`src/rtl/change_dispenser.sv`:
```
// Change dispenser: pays a 5-bit change amount as 10/5/2/1 coins,
// greedy over a finite refillable inventory, one eject pulse per coin.
module change_dispenser #(
  parameter int INV_W      = 4,
  parameter int INV_INIT   = 3,
  parameter int GAP_CYCLES = 2
) (
  input  logic             clk,
  input  logic             rst_n,
  input  logic             start,
  input  logic [4:0]       change,
  input  logic             refill,
  output logic [3:0]       dispense,
  output logic             busy,
  output logic             done,
  output logic             short,
  output logic [4:0]       remaining,
  output logic [INV_W-1:0] inv10,
  output logic [INV_W-1:0] inv5,
  output logic [INV_W-1:0] inv2,
  output logic [INV_W-1:0] inv1
);

  localparam int GW =
    (GAP_CYCLES > 1) ? $clog2(GAP_CYCLES) : 1;
  localparam int GAP_LAST =
    (GAP_CYCLES > 0) ? GAP_CYCLES - 1 : 0;
  localparam logic [INV_W-1:0] INIT = INV_W'(INV_INIT);
  localparam logic [INV_W-1:0] ONE  = INV_W'(1);
  localparam logic [GW-1:0]    GLD  = GW'(GAP_LAST);

  typedef enum logic [2:0] {
    IDLE,
    PICK,
    EJECT,
    GAP,
    DONE
  } state_t;

  state_t           state;
  state_t           state_n;
  logic [4:0]       rem_n;
  logic             short_n;
  logic [3:0]       sel;
  logic [3:0]       sel_n;
  logic [GW-1:0]    gap_cnt;
  logic [GW-1:0]    gap_n;
  logic [INV_W-1:0] i10_n;
  logic [INV_W-1:0] i5_n;
  logic [INV_W-1:0] i2_n;
  logic [INV_W-1:0] i1_n;
  logic             can10;
  logic             can5;
  logic             can2;
  logic             can1;

  always_ff @(posedge clk) begin
    if (!rst_n) begin
      state     <= IDLE;
      remaining <= '0;
      short     <= 1'b0;
      sel       <= '0;
      gap_cnt   <= '0;
      inv10     <= INIT;
      inv5      <= INIT;
      inv2      <= INIT;
      inv1      <= INIT;
    end else begin
      state     <= state_n;
      remaining <= rem_n;
      short     <= short_n;
      sel       <= sel_n;
      gap_cnt   <= gap_n;
      inv10     <= i10_n;
      inv5      <= i5_n;
      inv2      <= i2_n;
      inv1      <= i1_n;
    end
  end

  // A coin is eligible only if it fits and is in stock.
  always_comb begin
    can10 = (remaining >= 5'd10) && (inv10 != '0);
    can5  = (remaining >= 5'd5)  && (inv5  != '0);
    can2  = (remaining >= 5'd2)  && (inv2  != '0);
    can1  = (remaining >= 5'd1)  && (inv1  != '0);
  end

  always_comb begin
    state_n  = state;
    rem_n    = remaining;
    short_n  = short;
    sel_n    = sel;
    gap_n    = gap_cnt;
    i10_n    = inv10;
    i5_n     = inv5;
    i2_n     = inv2;
    i1_n     = inv1;
    dispense = '0;
    busy     = (state != IDLE);
    done     = 1'b0;
    unique case (state)
      IDLE: begin
        if (refill) begin
          i10_n = INIT;
          i5_n  = INIT;
          i2_n  = INIT;
          i1_n  = INIT;
        end
        if (start) begin
          rem_n   = change;
          short_n = 1'b0;
          state_n = PICK;
        end
      end
      PICK: begin
        state_n = EJECT;
        case (1'b1)
          (remaining == 5'd0): begin
            state_n = DONE;
            short_n = 1'b0;
          end
          can10: begin
            sel_n = 4'b1000;
            i10_n = inv10 - ONE;
            rem_n = remaining - 5'd10;
          end
          can5: begin
            sel_n = 4'b0100;
            i5_n  = inv5 - ONE;
            rem_n = remaining - 5'd5;
          end
          can2: begin
            sel_n = 4'b0010;
            i2_n  = inv2 - ONE;
            rem_n = remaining - 5'd2;
          end
          can1: begin
            sel_n = 4'b0001;
            i1_n  = inv1 - ONE;
            rem_n = remaining - 5'd1;
          end
          default: begin
            state_n = DONE;
            short_n = 1'b1;
          end
        endcase
      end
      EJECT: begin
        dispense = sel;
        if (GAP_CYCLES > 0) begin
          state_n = GAP;
          gap_n   = GLD;
        end else begin
          state_n = PICK;
        end
      end
      GAP: begin
        if (gap_cnt == '0) begin
          state_n = PICK;
        end else begin
          gap_n = gap_cnt - GW'(1);
        end
      end
      DONE: begin
        done    = 1'b1;
        state_n = IDLE;
      end
      default: state_n = IDLE;
    endcase
  end

endmodule

```
`config.mk`:
```
export PLATFORM = sky130hd
export DESIGN_NAME = change_dispenser
export DESIGN_NICKNAME = d
export VERILOG_FILES = /design/src/rtl/change_dispenser.sv
export SDC_FILE = /design/constraint.sdc
export NUM_CORES = 1
export LEC_CHECK = 0
export ABC_AREA = 1
export BUFFER_PORTS_ARGS = -buffer_cell sky130_fd_sc_hd__buf_2
export CAP_MARGIN = 20
export CORE_MARGIN = 3
export CORE_UTILIZATION = 51
export CTS_CLUSTER_DIAMETER = 200
export DETAILED_ROUTE_END_ITERATION = 12
export PLACE_DENSITY = 0.74
export SLEW_MARGIN = 25
export SYNTH_ARGS = -nofsm -noshare
export SYNTH_HDL_FRONTEND = slang
export SYNTH_SLANG_ARGS = --single-unit
```
`constraint.sdc`:
```
create_clock -name clk -period 1.7 [get_ports clk]
set_input_delay 0 -clock clk [delete_from_list [all_inputs] [get_ports clk]]
set_output_delay 0 -clock clk [all_outputs]
set_load 0.03 [all_outputs]
```
; ---- After elaboration in Yosys (flattened, before gate mapping)
; Cells that the tools add are included.
[word_totals]
inputBits = 9
word_cells = 114
output_inout_bits = 28
register_bits = 30
[op_classes]
n_reduce_logical = 22
n_addsub = 9
n_eq_ne = 20
magnitude_cmp = 4
n_mux = 49
bitwise = 1
[op_table]
columns = op, count
row1 = 2-to-1 mux 4 bit, 20
row2 = case mux 4 bit (2 select lines), 4
row3 = 2-to-1 mux 5 bit, 6
row4 = "inequality test 2 bit, second input constant", 11
row5 = 2-to-1 mux 3 bit, 7
row6 = nonzero test 4 bit, 5
row7 = "subtractor 4 x 1 -> 4 bit, second input constant", 4
row8 = "inequality test 3 bit, second input constant", 4
row9 = case mux 3 bit (4 select lines), 1
row10 = AND reduction 6 bit, 2
row11 = case mux 5 bit (2 select lines), 1
row12 = 2-to-1 mux 1 bit, 8
row13 = AND reduction 4 bit, 2
row14 = AND reduction 7 bit, 1
row15 = "equality test 3 x 2 -> 1 bit, second input constant", 2
row16 = "greater-or-equal comparator 5 x 1 -> 1 bit, second input constant", 1
row17 = "greater-or-equal comparator 5 x 2 -> 1 bit, second input constant", 1
row18 = "greater-or-equal comparator 5 x 3 -> 1 bit, second input constant", 1
row19 = "greater-or-equal comparator 5 x 4 -> 1 bit, second input constant", 1
row20 = zero test 5 bit, 1
row21 = "inequality test 5 bit, second input constant", 1
row22 = AND reduction 5 bit, 1
row23 = "subtractor 5 x 1 -> 5 bit, second input constant", 1
row24 = "subtractor 5 x 2 -> 5 bit, second input constant", 1
row25 = other kinds (13), 18

; ---- Longest topological paths before layout
[logic_depth]
ltp_word = 8
ltp_mapped = 14
mapped_depth_nobuf = 14

; ---- Least setup slack after synthesis
; Ideal clock, no wire load.
[synth_timing]
path_kind = register -> register
from = register remaining[1]
to = register inv1[0]
setup_ns = 0.138
stages_incl_launch_ff = 11
required_time_ns = 1.562
arrival_ns = 1.876
period_less_slack_ns = 2.014
path_slack_ns = -0.314
n_path_buf = 0
path_cell_list = dfxtp_1 inv_1 ha_1 inv_1 nor2_4 nand3_1 nand2_2 o21ai_1 nand3_1 nand2_1 o211ai_1
[synth_via]
elab_chain_cells = 4
elab_cells_between_ends = 15
classes_between = 4 x order compare / 5 x eq/ne / 6 x reduce/logical
[synth_lines]
columns = element, line
row1 = from (decl), 17  ; output logic [4:0] remaining,
row2 = from (signal assigned), 70  ; remaining <= rem_n;
row3 = "greater-or-equal comparator 5 x 1 -> 1 bit, or another cell as far along", 86  ; can1 = (remaining >= 5'd1) && (inv1 != '0);
row4 = "logical AND 1 bit, on equally long branches", --
row5 = inequality test 2 bit (no source line), --
row6 = AND reduction 7 bit (no source line) (*), --
row7 = to (signal assigned), 77  ; inv1 <= i1_n;
row8 = to (decl), 21  ; output logic [INV_W-1:0] inv1
; Every way passes the cells marked *; elsewhere a longest branch is shown, timed or not.
; A chain may end at the register's enable or synchronous reset.

; ---- Final worst setup path
[layout_timing]
from = register remaining[1]
to = register sel[1]
[layout_via]
elab_chain_cells = 5
elab_cells_between_ends = 15
classes_between = 4 x order compare / 3 x mux / 1 x bitwise / 7 x reduce/logical
[layout_lines]
columns = element, line
row1 = greater-or-equal comparator 5 x 2 -> 1 bit, 85  ; can2 = (remaining >= 5'd2) && (inv2 != '0);
row2 = logical AND 1 bit, 85
row3 = 2-to-1 mux 4 bit (3 in a row), 118  ; case (1'b1)
row4 = to (signal assigned), 72  ; sel <= sel_n;
row5 = to (decl), 44  ; logic [3:0] sel;
; Parallel ways exist; a longest one is shown, timed or not.

==> results.py <==
metrics = {
    "outcome": {
        "status": "finished, violations left",
        "violations": "negative setup slack",
    },
    "sta": {
        "finalWorstSetupSlack_ns": -0.0295,
        "fin_crit_ns": 1.73,
        "fmax_mhz": 578,
        "setup_violations": 8,
        "final-max-slew-violation-count": 0,
        "finalHoldViolCount": 0,
        "rsz0062_at_grt": "true",
        "min_period_over_period": 1.02,
        "worst_pin_slew_ns": 0.379,
        "max-slew-margin-rel": 0.747,
        "skew_ns": 0.00559,
    },
    "logic_synthesis": {
        "synth.most_common_cell": "nand2_1",
        "synth_edf_count": 0,
        "synth_top_area_frac": 0.274,
        "synth_ff_type": "dfxtp_1",
        "synth_nets": 332,
        "synth_compound_area_frac": 0.133,
        "synthAdderAreaFrac": 0.0915,
        "synth_area_um2": 2190,
        "synth_common_cells": "58 x nand2_1, 35 x inv_1, 31 x nor2_1",
        "synthCells": 307,
        "synth_seq_cells": 30,
        "syn_avg_cell_area_um2": 7.13,
        "synthTopCellsByArea": "dfxtp_1 27%, nand2_1 9.9%, ha_1 9.1%",
        "synth_xor_area_frac": 0.0400,
        "yosys.area_share.simple": 0.367,
        "synth_top_family_by_area": "simple AND/OR/NAND/NOR gates",
        "yosysWarnings": 0,
        "yosysSeqAreaShare": 0.274,
        "synth_area_leader_cell": "dfxtp_1",
        "synthMuxAreaShare": 0,
        "ys_types": 35,
        "ys_async_sr_fraction": 0,
    },
    "clock_tree": {
        "clkTransAtPathRegs_ns": 0.07,
        "clock_path_buffers": 2,
        "clkSinkCount": 30,
        "cts_root_buffer": "clkbuf_8",
        "cts_tree": "done",
        "cts_inserted_buffers": 5,
        "h-tree-depth": 2,
        "clk_latency_ns": 0.28,
    },
    "route": {
        "first_pass_iters": 4,
        "vias": 2258,
        "drtIter0Drc": 132,
        "totalWireLength_mm": 6.09,
        "route.detailed.drc": 0,
        "vias_per_cell": 5.21,
        "postRouteAntennaNets": 0,
        "wl_per_cell_um": 14.1,
    },
    "placed_design": {
        "port_buffers": 36,
        "gp_congestion": 0.878,
        "dpl.cell_count": 411,
        "pre_cts_slack_ns": -0.0456,
        "dpl.hpwl_mm": 3.96,
    },
    "pwr": {
        "ir_drop_mv": 1.07,
        "powerDensity_nw_per_um2": 2210,
        "p_leak_uw": 0.00146,
    },
    "global_route": {
        "grt_max_degree": 16,
        "grt_pass1_wl_mm": 9.09,
        "antenna_found_initial": 0,
        "gr-total-overflow": 0,
        "grt_pass1_vias": 2057,
        "grt_use_total": 0.222,
    },
    "worst_setup_path": {
        "crit_type": "flip-flop to flip-flop",
        "worstSetupStartpointType": "flip-flop",
        "cp.required_ns": 1.91,
        "cp-end-kind": "flip-flop",
        "crit_fanout": 7,
        "critPathArrivalTime_ns": 1.94,
    },
    "cells_and_area": {
        "drive_gt1_frac": 0.457,
        "n_antenna_cell": 0,
        "instances_no_fill": 433,
        "fin_nets": 407,
        "syn_to_final_growth_pct": 40.0,
    },
    "die": {
        "die_area_um2": 5110,
        "fp.dieW_um": 71.5,
        "rows": 23,
        "die_h_um": 71.5,
        "initial_core_util": 0.539,
        "io_pins": 37,
        "coreArea_um2": 4060,
    },
    "job": {
        "maxCapViolations": 0,
    },
    "hold_path": {
        "min_path_type": "input pin to flip-flop",
    },
}
-- through the flow --
stage	hold slack [ns]	utilization	TNS, ns	instance area [µm²]	total power (µW)
floorplan	0.135	-	0	2200	3920
global placement	0.314	0.641	-0.00822	2600	4940
detailed placement	0.324	0.641	-0.0912	2600	5010
CTS	0.0320	0.682	-0.00692	2770	5880
global route	0.0679	0.755	-1.73	3060	7250
finish	0.0245	0.755	-0.138	3060	6780
-- state kept, by name (all words and copies together) (netlist names) --
signal	flops
inv1	4
remaining	5
short	1
state	3
inv10	4
gap_cnt	1
sel	4
inv2	4
inv5	4
-- kinds of logic (layout without fill, tap and decap cells) --
kind of cell,after synthesis,in the layout
fa+ha+maj,16,16
buf+inv,49,123
xor+xnor,10,10
compound gates,50,50
flops,30,30
simple gates,152,154
-- cell usage in the layout, fill, tap and decap left out, types with 4 or more instances in the layout --
| cell type | n |
|---|---|
| nor3_1 | 7 |
| clkbuf_8 | 6 |
| inv_4 | 5 |
| dfxtp_2 | 7 |
| ha_1 | 11 |
| inv_2 | 7 |
| inv_1 | 31 |
| o21ai_0 | 8 |
| nand3_1 | 12 |
| nor2_1 | 27 |
| a21oi_1 | 17 |
| o21ai_2 | 8 |
| dfxtp_1 | 20 |
| a21oi_2 | 4 |
| buf_2 | 36 |
| nand2_1 | 49 |
| buf_4 | 32 |
| xor2_1 | 8 |
| nand2_4 | 8 |
| nand4_1 | 4 |
| nor2_2 | 5 |
| ha_2 | 4 |
| nand3_2 | 6 |
| nand2_2 | 11 |
| nor2_4 | 11 |
| o21ai_1 | 4 |
| nor3_2 | 4 |
-- per-layer routing --
layer,track usage,wire length [µm],vias to the layer above,part of all wire
met1,0.273,2600,1044,0.43
li1,-,-,1142,-
met5,0,0,-,0
met4,0.0689,127,0,0.021
met3,0.0505,278,15,0.046
met2,0.385,3080,57,0.51
-- area by class of cell --
type                            instances  area [µm²]
Clock buffer                            6        82.6
Fill cell                             297         995
Clock inverter                          2        11.3
Sequential cell                        30         621
Multi-Input combinational cell        230        1630
Tap cell                               50        62.6
Inverter                               43         179
Timing Repair Buffer                   72         474
-- path summary, 6_finish.rpt --
check,slack [ns],startpoint,cells after the start,endpoint
worst max-delay path,-0.03,remaining[1]$_SDFFE_PN0P_,11,sel[1]$_SDFFE_PN0P_
worst min-delay path,0.02,change[4],5,remaining[4]$_SDFFE_PN0P_
worst max register to register,-0.03,remaining[1]$_SDFFE_PN0P_,11,sel[1]$_SDFFE_PN0P_
worst min register to register,0.46,inv10[1]$_SDFFE_PN1P_,2,inv10[1]$_SDFFE_PN1P_
-- power breakdown --
part           internal [µW]  switching, µW  leakage [µW]
Combinational           1940           3070       0.00116
Clock                    326            290     0.0000515
Sequential               943            204      0.000246
Total                   3210           3570       0.00146
-- critical path, cell delays in order, from the launching register on --
cell and delay (ns):
dfxtp_4 0.38, inv_4 0.05, buf_4 0.15, ha_2 0.18, nand2_2 0.10, nand3_4 0.11, nand2_4 0.12, nand3_4 0.12
nand2_8 0.13, buf_12 0.12, o21ai_1 0.06, a21oi_1 0.13
-- what timing repair did --
item | CTS | global route
setup endpoints to repair | 15 | 26
cloned | 1 | 1
buffers inserted | 4 | 8
pin swaps | 9 | 29
resized for setup | 10 | 58
hold buffers | 0 | 0
Note: power is estimated with default switching activity, not from simulation.
